$ cat src/rtl/led_ctrl_pkg.sv
// Shared encodings for the LED shifter command controller.
// Mode, direction, button-index and resolved-command constants.
package led_ctrl_pkg;

    typedef enum logic [1:0] {
        MODE_IDLE  = 2'b00,
        MODE_RIGHT = 2'b01,
        MODE_LEFT  = 2'b10,
        MODE_PAUSE = 2'b11
    } mode_e;

    typedef enum logic [2:0] {
        CMD_NONE,
        CMD_LOAD,
        CMD_PAUSE,
        CMD_RIGHT,
        CMD_LEFT
    } cmd_e;

    localparam int BTN_LOAD  = 0;
    localparam int BTN_RIGHT = 1;
    localparam int BTN_LEFT  = 2;
    localparam int BTN_PAUSE = 3;

    localparam logic DIR_RIGHT = 1'b0;
    localparam logic DIR_LEFT  = 1'b1;

endpackage

$ cat src/rtl/btn_conditioner.sv
// One push-button: 2-flop sync, optional debounce, rising-edge press.
// Debounce counter compiled in only with LED_SHIFT_CTRL_DEBOUNCE_EN.
module btn_conditioner
    import led_ctrl_pkg::*;
#(
    parameter int unsigned DEBOUNCE_CYCLES = 4
) (
    input  logic clk,
    input  logic rst,
    input  logic btn_i,
    output logic press_o
);

    logic [1:0] sync_q;
    logic [1:0] vld_q;
    logic       armed_q;
    logic       prev_q;
    logic       level;

    // Presses only count once the input has been seen low after reset.
    always_ff @(posedge clk or posedge rst) begin
        if (rst) begin
            sync_q  <= '0;
            vld_q   <= '0;
            armed_q <= 1'b0;
            prev_q  <= 1'b0;
        end else begin
            sync_q  <= {sync_q[0], btn_i};
            vld_q   <= {vld_q[0], 1'b1};
            armed_q <= armed_q | (vld_q[1] & ~sync_q[1]);
            prev_q  <= level;
        end
    end

`ifdef LED_SHIFT_CTRL_DEBOUNCE_EN
    localparam int unsigned CW = $clog2(DEBOUNCE_CYCLES + 1);
    localparam logic [CW-1:0] CNT_LAST = CW'(DEBOUNCE_CYCLES - 1);

    logic          level_q;
    logic [CW-1:0] cnt_q;

    always_ff @(posedge clk or posedge rst) begin
        if (rst) begin
            level_q <= 1'b0;
            cnt_q   <= '0;
        end else if (sync_q[1] == level_q) begin
            cnt_q <= '0;
        end else if (cnt_q == CNT_LAST) begin
            level_q <= sync_q[1];
            cnt_q   <= '0;
        end else begin
            cnt_q <= cnt_q + 1'b1;
        end
    end

    assign level = level_q;
`else
    logic unused_db;
    assign unused_db = |DEBOUNCE_CYCLES;
    assign level     = sync_q[1];
`endif

    assign press_o = level & ~prev_q & armed_q;

endmodule

$ cat src/rtl/led_shift_ctrl.sv
// Command controller and rate scheduler for the 4-LED shifter.
// Define LED_SHIFT_CTRL_DEBOUNCE_EN to enable button debouncing.
module led_shift_ctrl
    import led_ctrl_pkg::*;
#(
    parameter int unsigned DEBOUNCE_CYCLES = 4,
    parameter int unsigned DIV             = 2
) (
    input  logic       clk,
    input  logic       rst,
    input  logic [3:0] button,
    output logic       load,
    output logic       shift_en,
    output logic       dir,
    output logic [1:0] mode
);

    localparam int unsigned PW = (DIV > 1) ? $clog2(DIV) : 1;
    localparam logic [PW-1:0] LAST = PW'(DIV - 1);
    localparam logic DIV1 = (DIV == 1);

    logic [3:0] press;

    for (genvar i = 0; i < 4; i++) begin : g_btn
        btn_conditioner #(
            .DEBOUNCE_CYCLES(DEBOUNCE_CYCLES)
        ) u_btn (
            .clk    (clk),
            .rst    (rst),
            .btn_i  (button[i]),
            .press_o(press[i])
        );
    end

    cmd_e cmd;

    always_comb begin
        cmd = CMD_NONE;
        if (press[BTN_LOAD]) begin
            cmd = CMD_LOAD;
        end else if (press[BTN_PAUSE]) begin
            cmd = CMD_PAUSE;
        end else if (press[BTN_RIGHT]) begin
            cmd = CMD_RIGHT;
        end else if (press[BTN_LEFT]) begin
            cmd = CMD_LEFT;
        end
    end

    mode_e         mode_q;
    logic          dir_q;
    logic          load_q;
    logic          shift_q;
    logic [PW-1:0] cnt_q;
    logic [PW-1:0] cnt_d;
    logic          shift_d;
    logic          shifting;

    assign shifting = (mode_q == MODE_RIGHT) || (mode_q == MODE_LEFT);

    always_comb begin
        cnt_d   = (cnt_q == LAST) ? '0 : cnt_q + 1'b1;
        shift_d = (cnt_d == LAST);
    end

    // Commands override the free-running prescaler step below.
    always_ff @(posedge clk or posedge rst) begin
        if (rst) begin
            mode_q  <= MODE_IDLE;
            dir_q   <= DIR_RIGHT;
            load_q  <= 1'b0;
            shift_q <= 1'b0;
            cnt_q   <= '0;
        end else begin
            load_q  <= 1'b0;
            shift_q <= 1'b0;
            if (shifting) begin
                cnt_q   <= cnt_d;
                shift_q <= shift_d;
            end
            unique case (cmd)
                CMD_LOAD: begin
                    mode_q  <= MODE_IDLE;
                    dir_q   <= DIR_RIGHT;
                    load_q  <= 1'b1;
                    cnt_q   <= '0;
                    shift_q <= 1'b0;
                end
                CMD_RIGHT: begin
                    if (mode_q != MODE_RIGHT) begin
                        mode_q  <= MODE_RIGHT;
                        dir_q   <= DIR_RIGHT;
                        cnt_q   <= '0;
                        shift_q <= DIV1;
                    end
                end
                CMD_LEFT: begin
                    if (mode_q != MODE_LEFT) begin
                        mode_q  <= MODE_LEFT;
                        dir_q   <= DIR_LEFT;
                        cnt_q   <= '0;
                        shift_q <= DIV1;
                    end
                end
                CMD_PAUSE: begin
                    if (shifting) begin
                        mode_q  <= MODE_PAUSE;
                        cnt_q   <= cnt_q;
                        shift_q <= 1'b0;
                    end
                end
                default: begin
                end
            endcase
        end
    end

    assign load     = load_q;
    assign shift_en = shift_q;
    assign dir      = dir_q;
    assign mode     = mode_q;

endmodule

$ cat config.mk
export PLATFORM = sky130hd
export DESIGN_NAME = led_shift_ctrl
export DESIGN_NICKNAME = d
export VERILOG_FILES = /design/src/rtl/led_ctrl_pkg.sv /design/src/rtl/btn_conditioner.sv /design/src/rtl/led_shift_ctrl.sv
export SDC_FILE = /design/constraint.sdc
export NUM_CORES = 1
export LEC_CHECK = 0
export ABC_AREA = 1
export CORE_ASPECT_RATIO = 1.5
export CORE_MARGIN = 1.5
export CORE_UTILIZATION = 50
export DETAILED_ROUTE_END_ITERATION = 8
export PLACE_DENSITY = 0.81
export SYNTH_ARGS = -nofsm -noshare
export SYNTH_HDL_FRONTEND = slang
export SYNTH_HIERARCHICAL = 1
export SYNTH_SLANG_ARGS = --single-unit
$ cat constraint.sdc
create_clock -name clk -period 1.4 [get_ports clk]
set_input_delay 0.28 -clock clk [delete_from_list [all_inputs] [get_ports clk]]
set_output_delay 0.28 -clock clk [all_outputs]
set_load 0.005 [all_outputs]
* Yosys cells after proc, flatten, opt, wreduce, memory -nomap -nowiden
Cells that the tools add are included.
** Operators by class
- Equal/unequal tests :: 12
- Add/subtract/negate cells :: 1
- Muxes and demuxes :: 23
- Reduce and logical (&&, ||, !) cells :: 5
- Bitwise gates (word level) :: 24
** Operator list (number)
- 1-bit bitwise AND :: 12
- 1-bit 2-to-1 mux :: 12
- 3-bit 2-to-1 mux :: 4
- 2-bit inequality test, second input constant :: 5
- 1-bit NOT :: 8
- 1-bit case mux with 4 select lines :: 2
- 2-bit case mux with 4 select lines :: 1
- 3-bit by 2-bit == test with 1-bit output, second input constant :: 2
- 2-bit 2-to-1 mux :: 3
- 1-bit bitwise OR :: 4
- 4-bit AND reduction :: 1
- 4-bit nonzero test :: 1
- 3-bit by 1-bit == test with 1-bit output, second input constant :: 1
- 3-bit == test, second input constant :: 1
- 1-bit case mux with 3 select lines :: 1
- 3-bit AND reduction :: 1
- 3-bit nonzero test :: 1
- 2-bit by 1-bit == test with 1-bit output, second input constant :: 1
- 2-bit == test, second input constant :: 1
- 2-bit by 1-bit inequality test with 1-bit output, second input constant :: 1
- 1-bit adder, second input constant :: 1
- 1-bit logical OR :: 1
** Word-level totals
- Logic and storage cells :: 86
- Input bits :: 6
- Register bits :: 30

* Depth between registers and ports, before layout
- Depth in word-level cells :: 10
- Gate-level depth with buffers :: 9
- Mapped depth without buffers :: 9

* Cells and area by module
Netlist, hierarchy kept.
** By module, submodules not included
- btn_conditioner :: cells each 14, times used 4, area an instance 182.7 µm²
- led_shift_ctrl :: cells each 62, times used 1, area an instance 460.4 µm²

* Worst setup path after synthesis
OpenSTA, ideal clock, no wires.
- Path kind :: reg-to-reg
- Start :: reg mode_q[0] (netlist: mode[0])
- End :: reg cnt_q
- Cell stages (with the launch flop) :: 10
- Library setup time :: 66 ps
- Period minus slack after synthesis :: 1457 ps
- Required time :: 1334 ps
- Path slack :: -57 ps
- Path buffers :: 0
- Arrival :: 1391 ps
- Cell sequence :: dfrtp_1 inv_1 ha_1 inv_1 ha_1 nor2_1 nand4_1 nand3_1 nand2_1 nand2_1
** On the way
- Cells in the longest elaborated chain, start to end :: 5
- Elaborated cells between the ends (all ways) :: 11
- Classes of those cells :: 5 x eq/ne; 5 x mux; 1 x reduce/logical
** RTL lines
- start, declared :: RTL line led_shift_ctrl.sv:50 : mode_e mode_q;
- start signal, assigned :: RTL line led_shift_ctrl.sv:69 : mode_q <= MODE_IDLE;
- start signal, assigned :: RTL line led_shift_ctrl.sv:83 : mode_q <= MODE_IDLE;
- start signal, assigned :: RTL line led_shift_ctrl.sv:91 : mode_q <= MODE_RIGHT;
- 2-bit by 1-bit == test with 1-bit output or 2-bit == test (tied branches) :: RTL line led_shift_ctrl.sv:59 : assign shifting = (mode_q == MODE_RIGHT) || (mode_q == MODE_LEFT);
- 1-bit logical OR :: RTL line led_shift_ctrl.sv:59
- 1-bit 2-to-1 mux :: RTL line led_shift_ctrl.sv:77 : if (shifting) begin
- 1-bit 2-to-1 mux (on tied branches) :: RTL line led_shift_ctrl.sv:106, led_shift_ctrl.sv:90, led_shift_ctrl.sv:98
- 1-bit case mux with 4 select lines :: RTL line led_shift_ctrl.sv:81 : unique case (cmd)
- end signal, assigned :: RTL line led_shift_ctrl.sv:78 : cnt_q <= cnt_d;
- end signal, assigned :: RTL line led_shift_ctrl.sv:108 : cnt_q <= cnt_q;
- end, declared :: RTL line led_shift_ctrl.sv:54 : logic [PW-1:0] cnt_q;
Several ways; a longest one is shown, not always the timed one. The select of a mux whose other input is x is not followed.
A chain may end at the register's enable or synchronous reset.

* Worst setup path in the final report
- Start :: reg mode_q[1] (netlist: mode[1])
- End :: reg cnt_q
Same word-level chain as after synthesis.

==> impl_metrics.env <==
export IMPL_worst_ep_arrival_time_ns=1.64
export IMPL_grt_max_degree=10
export IMPL_place_inst=153
export IMPL_start_kind="flip-flop"
export IMPL_routabilityCongestion=0.7759
export IMPL_pin_count=11
export IMPL_clkSinkCount=30
export IMPL_htreeDepth=2
export IMPL_netlist_area_um2=1191
export IMPL_fin_tns_setup_ns=-0.007367
export IMPL_yosys_warnings=6
export IMPL_die_height_um=62.78
export IMPL_critPathMaxFanout=3
export IMPL_overflow=0
export IMPL_ys_seq_area_share_pct=63.03
export IMPL_crit_type="reg2reg"
export IMPL_syn_nets=127
export IMPL_synth_distinct_cells=20
export IMPL_grt_pass1_wl_um=3574
export IMPL_status="finished, violations left"
export IMPL_rr_worst_depth=7
export IMPL_min_period_over_period_pct=100.5
export IMPL_r2r_end="cnt_q"
export IMPL_layout_setup_ws_ns=-0.007367
export IMPL_drtIter0Drc=9
export IMPL_crit_start="mode[1]"
export IMPL_drcViolationCount=0
export IMPL_synthCells=118
export IMPL_avgRoutedWirePerCell_um=13.12
export IMPL_dieArea_um2=2690
export IMPL_nets=150
export IMPL_cts_buffers=5
export IMPL_portBuffers=10
export IMPL_grt_pass1_vias=844
export IMPL_drtPass1Iterations=4
export IMPL_die_w_um=42.85
export IMPL_failed_checks="negative setup slack"
export IMPL_hold_viol=0
export IMPL_start_util_pct=53.33
export IMPL_cts_buffer_depth=2
export IMPL_endpoint_kind="flip-flop"
export IMPL_cts_hold_buffers=0
export IMPL_setup_viol_count_final=1
export IMPL_clkTransAtPathRegs_ns=0.09
export IMPL_fin_skew_ns=0.01356
export IMPL_ant_nets=0
export IMPL_r2r_start="mode[1]"
export IMPL_routed_wirelength_um=2164
export IMPL_fin_util_pct=67.62
export IMPL_cts_root_buf="clkbuf_4"
export IMPL_area_growth_pct=26.79
export IMPL_insertion_delay_ns=0.33
export IMPL_layout_drive_gt1_share_pct=29.58
export IMPL_cts_tree="built"
export IMPL_diodes=0
export IMPL_vias_per_cell=4.891
export IMPL_power_density_nw_per_um2=1377
export IMPL_ir_worst_vdd_mv=0.8551
export IMPL_finalMaxSlewViolations=0
export IMPL_rows=21
export IMPL_rsz0062_at_grt="true"
export IMPL_grt_use_total_pct=18.82
export IMPL_syn_avg_cell_area_um2=10.09
export IMPL_post_dp_hpwl_um=1549
export IMPL_finalNonFillerCells=165
export IMPL_holdWs_ns=0.2974
export IMPL_maxCapViolCount=0
export IMPL_finalCriticalPeriod_ns=1.407
export IMPL_reg2reg_slack_ns=-0.007
export IMPL_clock_fmax_mhz=710.5
export IMPL_vias=807
export IMPL_hold_class="in2async"
export IMPL_antenna_found_initial=0
export IMPL_leakagePower_nw=0.7889
export IMPL_core_um2=2233
export IMPL_crit_required_ns=1.63
export IMPL_synth_seq_cells=30
[critical path, cell delays in order (launching register included)]
cell and delay, ns:
dfrtp_1 0.43, ha_4 0.30, inv_4 0.04, ha_4 0.25, nand3b_1 0.10, nand3_1 0.08
nand2_1 0.06, nand2_1 0.04
[through the flow]
step	setup slack [ns]	cell area (um^2)	total power, mW
6_report	-0.007367	1510	2.080
4_1_cts	-0.04266	1436	2.064
3_5_place_dp	-0.05078	1351	1.476
2_1_floorplan	0.003930	1204	1.276
3_3_place_gp	0.008199	1351	1.441
5_1_grt	-0.09579	1510	2.237
[synth_stat cells]
cell	instances	share of area, %
a21oi_2	1	0.74
clkbuf_1	1	0.31
conb_1	4	1.3
dfrtp_1	30	63
ha_1	3	3.2
inv_1	22	6.9
inv_2	3	0.95
nand2_1	26	8.2
nand2_2	2	1.1
nand3_1	5	2.1
nand3_2	2	1.7
nand3b_1	1	0.63
nand4_1	4	2.1
nand4_2	1	1.1
nor2_1	2	0.63
nor2_2	6	3.2
nor2_4	1	0.95
o21ai_0	1	0.42
o21ai_1	1	0.42
o21bai_1	2	1.3
[state kept, by name, indices dropped and copies added, names as in the netlist, 2 cells and up]
register	cells
g_btn.u_btn/armed_q	4
g_btn.u_btn/prev_q	4
g_btn.u_btn/sync_q	8
g_btn.u_btn/vld_q	8
mode	2
[layout make-up]
cell class	instances	area (um^2)
Tap cell	23	28.78
Timing Repair Buffer	17	146.4
Inverter	25	98.84
Sequential cell	30	750.7
Clock buffer	7	55.05
Fill cell	176	723.2
Multi-Input combinational cell	62	425.4
Clock inverter	1	5.005
[power breakdown]
| part | total, mW | internal, mW | switching (mW) |
|---|---|---|---|
| Clock | 0.521 | 0.243 | 0.278 |
| Sequential | 0.979 | 0.939 | 0.0395 |
| Combinational | 0.580 | 0.281 | 0.300 |
| Total | 2.08 | 1.46 | 0.617 |
[how the worst max path moves through the flow]
stage | to | slack (ns) | depth (start not counted)
2_1_floorplan | cnt_q | 0.004 | 9
3_3_place_gp | cnt_q | 0.008 | 8
3_5_place_dp | cnt_q | -0.05 | 8
4_1_cts | cnt_q | -0.04 | 9
5_1_grt | cnt_q | -0.1 | 7
6_report | cnt_q | -0.007 | 7
[per-layer routing]
| metal | global-route usage [%] | routed length [um] | vias up |
|---|---|---|---|
| met4 | 12.50 | 81 | 0 |
| met3 | 6.647 | 78 | 11 |
| met1 | 17.09 | 702 | 380 |
| met5 | 0 | 0 | - |
| met2 | 33.14 | 1302 | 20 |
| li1 | - | - | 396 |
[repair_timing]
action	4_1_cts	5_1_grt
gates resized for setup	9	18
endpoints found under the setup margin	6	4
pin swaps	0	13
cloned	0	0
endpoints found under the hold margin	0	0
setup buffers	2	3
[cell usage in the layout (no fill, tap or decap), types with 3 or more instances in the layout]
master and instances:
dfrtp_1 30, nand2_1 21, inv_1 19, buf_4 8, nor2_4 6, nand2_2 5
nand3_1 5, clkbuf_4 5, clkdlybuf4s50_1 5, inv_2 4, nand4_1 4, conb_1 4
dlygate4sd2_1 3
[cell families after synthesis]
logic type,count (synthesis),synth area share (%)
buffers and inverters,26,8.193
flip-flops,30,63.03
AND/OR/NAND/NOR,50,21.53
adder cells (fa/ha/maj),3,3.152
AO/OA/AOI/OAI,5,2.835
other,4,1.260
Power figures use the tool's default switching activity.
